$ cat config.mk
export PLATFORM = sky130hd
export DESIGN_NAME = frame_step_pacer
export DESIGN_NICKNAME = d
export VERILOG_FILES = /design/src/rtl/frame_step_pacer.sv
export SDC_FILE = /design/constraint.sdc
export NUM_CORES = 1
export LEC_CHECK = 0
export ABC_AREA = 1
export BUFFER_PORTS_ARGS = -buffer_cell sky130_fd_sc_hd__buf_2
export CELL_PAD_IN_SITES_DETAIL_PLACEMENT = 0
export CELL_PAD_IN_SITES_GLOBAL_PLACEMENT = 1
export CORE_UTILIZATION = 25
export DETAILED_ROUTE_END_ITERATION = 6
export PLACE_DENSITY = 0.55
export SYNTH_ARGS = -nofsm -noshare
export SYNTH_HDL_FRONTEND = slang
export SYNTH_SLANG_ARGS = --single-unit
$ cat constraint.sdc
create_clock -name clk -period 2 [get_ports clk]
set_clock_uncertainty 0.1 [all_clocks]
set_input_delay 0.3 -clock clk [delete_from_list [all_inputs] [get_ports clk]]
set_output_delay 0.3 -clock clk [all_outputs]
set_load 0.05 [all_outputs]
$ cat src/rtl/frame_step_pacer.sv
// Shared clock-to-frame prescaler feeding NUM_CH independent frame dividers.
// Each channel emits a one-cycle step every div_q frames, continuous or one-shot.
module frame_step_pacer #(
  parameter int unsigned CLOCK_FREQUENCY = 50000000,
  parameter int unsigned FRAME_RATE      = 60,
  parameter int unsigned TICK_COUNT      = CLOCK_FREQUENCY / FRAME_RATE,
  parameter int unsigned NUM_CH          = 4,
  parameter int unsigned DIV_W           = 4
) (
  input  logic                      clk,
  input  logic                      reset,
  input  logic                      enable,
  input  logic [NUM_CH*DIV_W-1:0]   ch_div,
  input  logic [NUM_CH-1:0]         ch_en,
  input  logic [NUM_CH-1:0]         ch_oneshot,
  input  logic [NUM_CH-1:0]         ch_load,
  output logic                      frame_tick,
  output logic [NUM_CH-1:0]         step,
  output logic [NUM_CH-1:0]         ch_done
);

  localparam int unsigned PW = $clog2(TICK_COUNT);
  localparam logic [PW-1:0] PLast = PW'(TICK_COUNT - 1);

  logic [PW-1:0] presc_q;
  logic          tick_q;
  logic          tick;

  always_ff @(posedge clk or posedge reset) begin
    if (reset) begin
      presc_q <= '0;
      tick_q  <= 1'b0;
    end else if (enable) begin
      presc_q <= (presc_q == PLast) ? '0 : presc_q + PW'(1);
      tick_q  <= (presc_q == PLast);
    end else begin
      tick_q  <= 1'b0;
    end
  end

  assign frame_tick = tick_q;
  // Channels only consume ticks while running so a freeze leaves them untouched.
  assign tick = tick_q & enable;

  typedef enum logic [1:0] {StIdle, StRun, StDone} ch_state_e;

  for (genvar g = 0; g < NUM_CH; g++) begin : g_ch
    logic [DIV_W-1:0] slice;
    logic [DIV_W-1:0] div_last;
    logic [DIV_W-1:0] cnt_q, cnt_d;
    logic [DIV_W-1:0] div_q, div_d;
    logic             step_q, step_d;
    ch_state_e        state_q, state_d;

    assign slice    = ch_div[g*DIV_W +: DIV_W];
    assign div_last = div_q - DIV_W'(1);

    always_comb begin
      state_d = state_q;
      cnt_d   = cnt_q;
      div_d   = div_q;
      step_d  = 1'b0;
      if (ch_load[g]) begin
        cnt_d   = '0;
        div_d   = slice;
        state_d = (ch_en[g] && slice != '0) ? StRun : StIdle;
      end else if (enable) begin
        if (!ch_en[g]) begin
          state_d = StIdle;
          cnt_d   = '0;
          div_d   = slice;
        end else begin
          unique case (state_q)
            StIdle: begin
              div_d = slice;
              cnt_d = '0;
              if (slice != '0) state_d = StRun;
            end
            StRun: begin
              if (div_q == '0) begin
                state_d = StIdle;
              end else if (tick) begin
                if (cnt_q == div_last) begin
                  step_d = 1'b1;
                  cnt_d  = '0;
                  // New divisor only takes effect at a step boundary.
                  div_d  = slice;
                  if (ch_oneshot[g]) state_d = StDone;
                end else begin
                  cnt_d = cnt_q + DIV_W'(1);
                end
              end
            end
            StDone:  state_d = StDone;
            default: state_d = StIdle;
          endcase
        end
      end
    end

    always_ff @(posedge clk or posedge reset) begin
      if (reset) begin
        state_q <= StIdle;
        cnt_q   <= '0;
        div_q   <= '0;
        step_q  <= 1'b0;
      end else begin
        state_q <= state_d;
        cnt_q   <= cnt_d;
        div_q   <= div_d;
        step_q  <= step_d;
      end
    end

    assign step[g]    = step_q;
    assign ch_done[g] = (state_q == StDone);
  end

endmodule

-- Word level (Yosys, flattened, before mapping)
Cells that the tools add are included.
- register bits after elaboration: 65
- input bits: 31
- output and inout port bits: 9
- $add $sub $neg: 9
- equality and inequality tests: 45
- multiplexer cells: 126
- bitwise logic cells: 1
- reductions and logical operators: 32
- operators with widths (cell ; count):
    $mux W4 ; 48
    $mux W2 ; 32
    $ne A4 B4 Y1 const B ; 16
    $pmux W4 S2 ; 8
    $ne A5 B5 Y1 const B ; 12
    $reduce_and A5 Y1 ; 8
    $mux W1 ; 33
    $pmux W2 S3 ; 4
    $add A20 B1 Y20 const B ; 1
    $eq A20 B20 Y1 const B ; 1
    $mux W20 ; 1
    $add A4 B1 Y4 const B ; 4
    $eq A4 B4 Y1 ; 4
    $logic_not A4 Y1 ; 4
    $ne A4 B1 Y1 const B ; 4
    $reduce_and A4 Y1 ; 4
    $reduce_bool A4 Y1 ; 4
    $sub A4 B1 Y4 const B ; 4
    $eq A2 B1 Y1 const B ; 4
    $eq A2 B2 Y1 const B ; 4
    $logic_not A2 Y1 ; 4
    $reduce_bool A2 Y1 ; 4
    $logic_and A1 B1 Y1 ; 4
    $and A1 B1 Y1 ; 1

-- Longest topological paths before layout
- word-level depth: 9
- depth in mapped cells: 15

-- Least setup slack after synthesis
OpenSTA, ideal clock, no wires.
- kind: flip-flop to flip-flop
- from: register g_ch[3].div_q[0]
- to: register g_ch[3].div_q[0]
- library setup time: 77 ps
- arrival: 1504 ps
- required time: 1823 ps
- setup slack: 319 ps
- cell stages (with the launch flop): 10
- cell sequence: dfrtp_1 -> inv_1 -> ha_1 -> xor2_1 -> nand2_1 -> nor2_2 -> nand2_2 -> a21oi_4 -> nand2_1 -> o21ai_1
- longest elaborated chain between the ends: 4
- elaborated cells on any way between the ends: 6
- classes of those cells: add/sub: 1; eq/ne: 3; reduce/logical: 2
- ends and longest elaborated chain (element ; RTL line ; source):
    from (decl) ; 51 ; logic [DIV_W-1:0] div_q, div_d;
    from (signal assigned) ; 110 ; div_q <= div_d;
    $sub A4 B1 Y4 ; 56 ; assign div_last = div_q - DIV_W'(1);
    $eq A4 B4 Y1 ; 83 ; if (cnt_q == div_last) begin
    $ne A4 B4 Y1 (no source line) ; - ;
    $reduce_and A5 Y1 (no source line) (*) ; - ;
Mark *: on every way between the ends. The rest lies on a longest branch, timed or not.
A chain may end at the register's enable or synchronous reset.

-- Final worst setup path
- from: register g_ch[2].div_q[0]
- to: register g_ch[2].div_q[1]
- longest elaborated chain between the ends: 4
- elaborated cells on any way between the ends: 6
- classes of those cells: add/sub: 1; eq/ne: 3; reduce/logical: 2
- ends and longest elaborated chain (element ; RTL line):
    from (decl) ; 51
    from (signal assigned) ; 110
    $sub A4 B1 Y4 ; 56
    $eq A4 B4 Y1 ; 83
    $ne A4 B4 Y1 (no source line) ; -
    $reduce_and A5 Y1 (no source line) (*) ; -
Marked as above.

==> impl_metrics.yaml <==
synth:
  synthCells: 566
  async_reset_ff_share_pct: 100.0
  synth_edf_count: 0
  netlist_area_um2: 4172
  syn-num-nets: 611
  seq_area_frac_synth_pct: 38.99
  synth_area_per_cell_um2: 7.370
  ys_types: 41
  ys_ff_latch: 65
  yosysWarningCount: 0
  synth_top_flop_cell: "dfrtp_1"
place:
  place_ws_ns: 0.08584
  dp.final_hpwl_um: 7656
  dpl-instance-area_um2: 4636
  gp_congestion: 0.7606
  io_buffers: 39
setup_path:
  crit_path_start_kind: "flop"
  r2r_slack_ns: 0.18
  cpPeakStageDelay_ns: 0.39
  crit_type: "flop to flop"
  critPathArrivalTime_ns: 1.98
  path_max_fanout: 9
  critPathCaptureType: "flop"
  crit_chain: "inv_1, ha_1, xnor2_1, a21oi_1, nand3_1, nand2_1, nand2_1, inv_2, nand2_1, o21ai_1"
  critPathRequiredTime_ns: 2.16
  cp_slowest_cell: "dfrtp_1"
  path_common_cell: "nand2_1"
cts:
  cts_max_path_buffers: 2
  clock-sinks: 65
  root_buffer: "clkbuf_16"
  cts_tree: "yes"
  clk_pin_slew_ns: 0.05
  clk_latency_ns: 0.34
  cts_buffers: 9
  htreeDepth: 3
global_routing:
  grt_pass1_wl_um: 17130
  antenna_found_initial: 0
  grt_max_degree: 39
  grt_pass1_vias: 3631
  grt_use_total_pct: 12.46
  overflow: 0
die:
  coreArea_um2: 16060
  die_h_um: 131.2
  fp-row-count: 46
  ios: 40
  die-width_um: 131.2
  die_area_um2: 17210
  initial_utilization_pct: 25.98
routing:
  drtIter0Drc: 165
  viasPerCell: 4.304
  firstDrtPassIters: 4
  num_vias: 3615
  antenna_left: 0
  drc: 0
  wl_um: 9890
  avgRoutedWirePerCell_um: 11.77
sta:
  fmax_ghz: 0.5490
  totalNegativeSetupSlack_ns: 0
  drv_slew: 0
  setup_viol: 0
  fin_hold_ws_ns: 0.07929
  worst_slew_pin_slew_ns: 0.4391
  relSlewSlack_pct: 70.45
  finalCriticalPeriod_ns: 1.821
  post-route-period-util_pct: 91.07
  fin_ws_ns: 0.1785
  hold_viol: 0
final_layout:
  fillers: 1720
  final_common_cell: "nand2_1"
  postLayoutCellArea_um2: 4992
  final_nets: 664
  diodes: 0
  multi_input_area_um2: 2197
  seq_area_um2: 1627
  drive_above_1_share_pct: 18.91
  areaGrowthSynthToFinish_pct: 19.68
  final_cell_mix: "154 x nand2_1, 65 x inv_1, 65 x dfrtp_1"
power_and_ir_drop:
  combPwrFrac_pct: 27.3
  power_leakage_nw: 2.508
  p_sw_share_pct: 35.11
  netSwitchingPower_mw: 1.541
  p_clk_share_pct: 33.5
  ir_drop_uv: 416.8
  p_per_area_nw_per_um2: 879.3
  seqPwrFrac_pct: 39.2
  p_int_mw: 2.848
outcome:
  status: "complete, no violations"
hold_path:
  hp-class: "input pin to flop"
run:
  drv_cap: 0
-- cell families (layout without fill, tap and decap cells) --
logic type | count (synthesis) | in the layout | synth area share [%]
AND/OR/NAND/NOR | 308 | 308 | 34.37
XOR/XNOR | 25 | 25 | 5.249
buffers and inverters | 98 | 155 | 9.328
adder cells (fa/ha/maj) | 14 | 14 | 4.199
flip-flops | 65 | 65 | 38.99
AO/OA/AOI/OAI | 56 | 57 | 7.859
-- synthesized netlist by cell type, types with 5 or more instances --
cell       n  area, µm²
o21ai_1   24      120.1
a21oi_1    9      45.04
xnor2_1   10      87.58
o21ai_0   10      50.05
nand3_1   32      160.2
nor2_1    48      180.2
inv_2     21      78.83
dfrtp_1   65       1627
buf_4      5      37.54
nand4_1   13      81.33
nand2_1  157      589.3
nor4_1     8      50.05
xor2_1    15      131.4
nand2_2    9      56.30
nor2_2     5      31.28
inv_1     67      251.5
nor3_1    17      85.08
ha_1      14      175.2
-- repair_timing --
| action | 4_1_cts | 5_1_grt |
|---|---|---|
| setup endpoints to repair | 0 | 17 |
| hold endpoints to repair | 12 | 0 |
| hold buffers | 1 | 0 |
| resized for setup | 0 | 9 |
| setup buffers | 0 | 4 |
-- routing by layer --
layer / up-vias / GRT usage (%) / share of wire [%]
met5: - / 0 / 0
met4: 0 / 6.078 / 2.1
met3: 13 / 2.778 / 2.7
met2: 33 / 19.62 / 45
met1: 1652 / 16.03 / 50
li1: 1917 / - / -
-- through the flow --
step                cells  utilization [%]  power [mW]
global placement      818            28.87       2.889
floorplan             566                -       2.603
CTS                   835            30.65       4.407
detailed placement    818            28.87       2.895
global route          840            31.09       4.727
finish                840            31.09       4.390
-- final cells by class --
class,count,share of cell area (%)
Tap cell,216,5.414
Clock inverter,3,0.3008
Inverter,91,6.917
Multi-Input combinational cell,404,44.01
Clock buffer,13,5.213
Sequential cell,65,32.58
Timing Repair Buffer,48,5.564
-- worst paths after layout --
path,to,from,cells past startpoint
max,g_ch[2].div_q[1]$_DFFE_PP0P_,g_ch[2].div_q[0]$_DFFE_PP0P_,10
min,g_ch[2].div_q[3]$_DFFE_PP0P_,ch_div[11],3
max reg2reg,g_ch[2].div_q[1]$_DFFE_PP0P_,g_ch[2].div_q[0]$_DFFE_PP0P_,10
min reg2reg,g_ch[0].state_q[1]$_DFFE_PP0P_,g_ch[0].state_q[1]$_DFFE_PP0P_,2
max in group asynchronous,g_ch[3].div_q[3]$_DFFE_PP0P_,reset,4
min in group asynchronous,g_ch[0].step_q$_DFF_PP0_,reset,3
-- critical path, delay by kind of cell, from the launching register on --
kind	cells	cell delay, ns
compound gates	2	0.18
xor+xnor	1	0.12
fa+ha+maj	1	0.26
buf+inv	2	0.27
flops	1	0.39
simple gates	4	0.42
-- registers in the layout, summed over array words and instances, names as in the netlist --
signal / cells
presc_q: 20
g_ch.state_q: 8
g_ch.cnt_q: 16
g_ch.div_q: 16
frame_tick: 1
g_ch.step_q: 4
-- power by group through the flow --
stage | combinational (mW) | clock [mW] | sequential (mW)
after CTS | 1.16 | 1.53 | 1.72
after detailed placement | 1.15 | 0 | 1.74
after global routing | 1.39 | 1.58 | 1.75
final | 1.20 | 1.47 | 1.72
after floorplan | 0.939 | 0 | 1.66
after global placement | 1.14 | 0 | 1.74
Power figures use the tool's default switching activity.
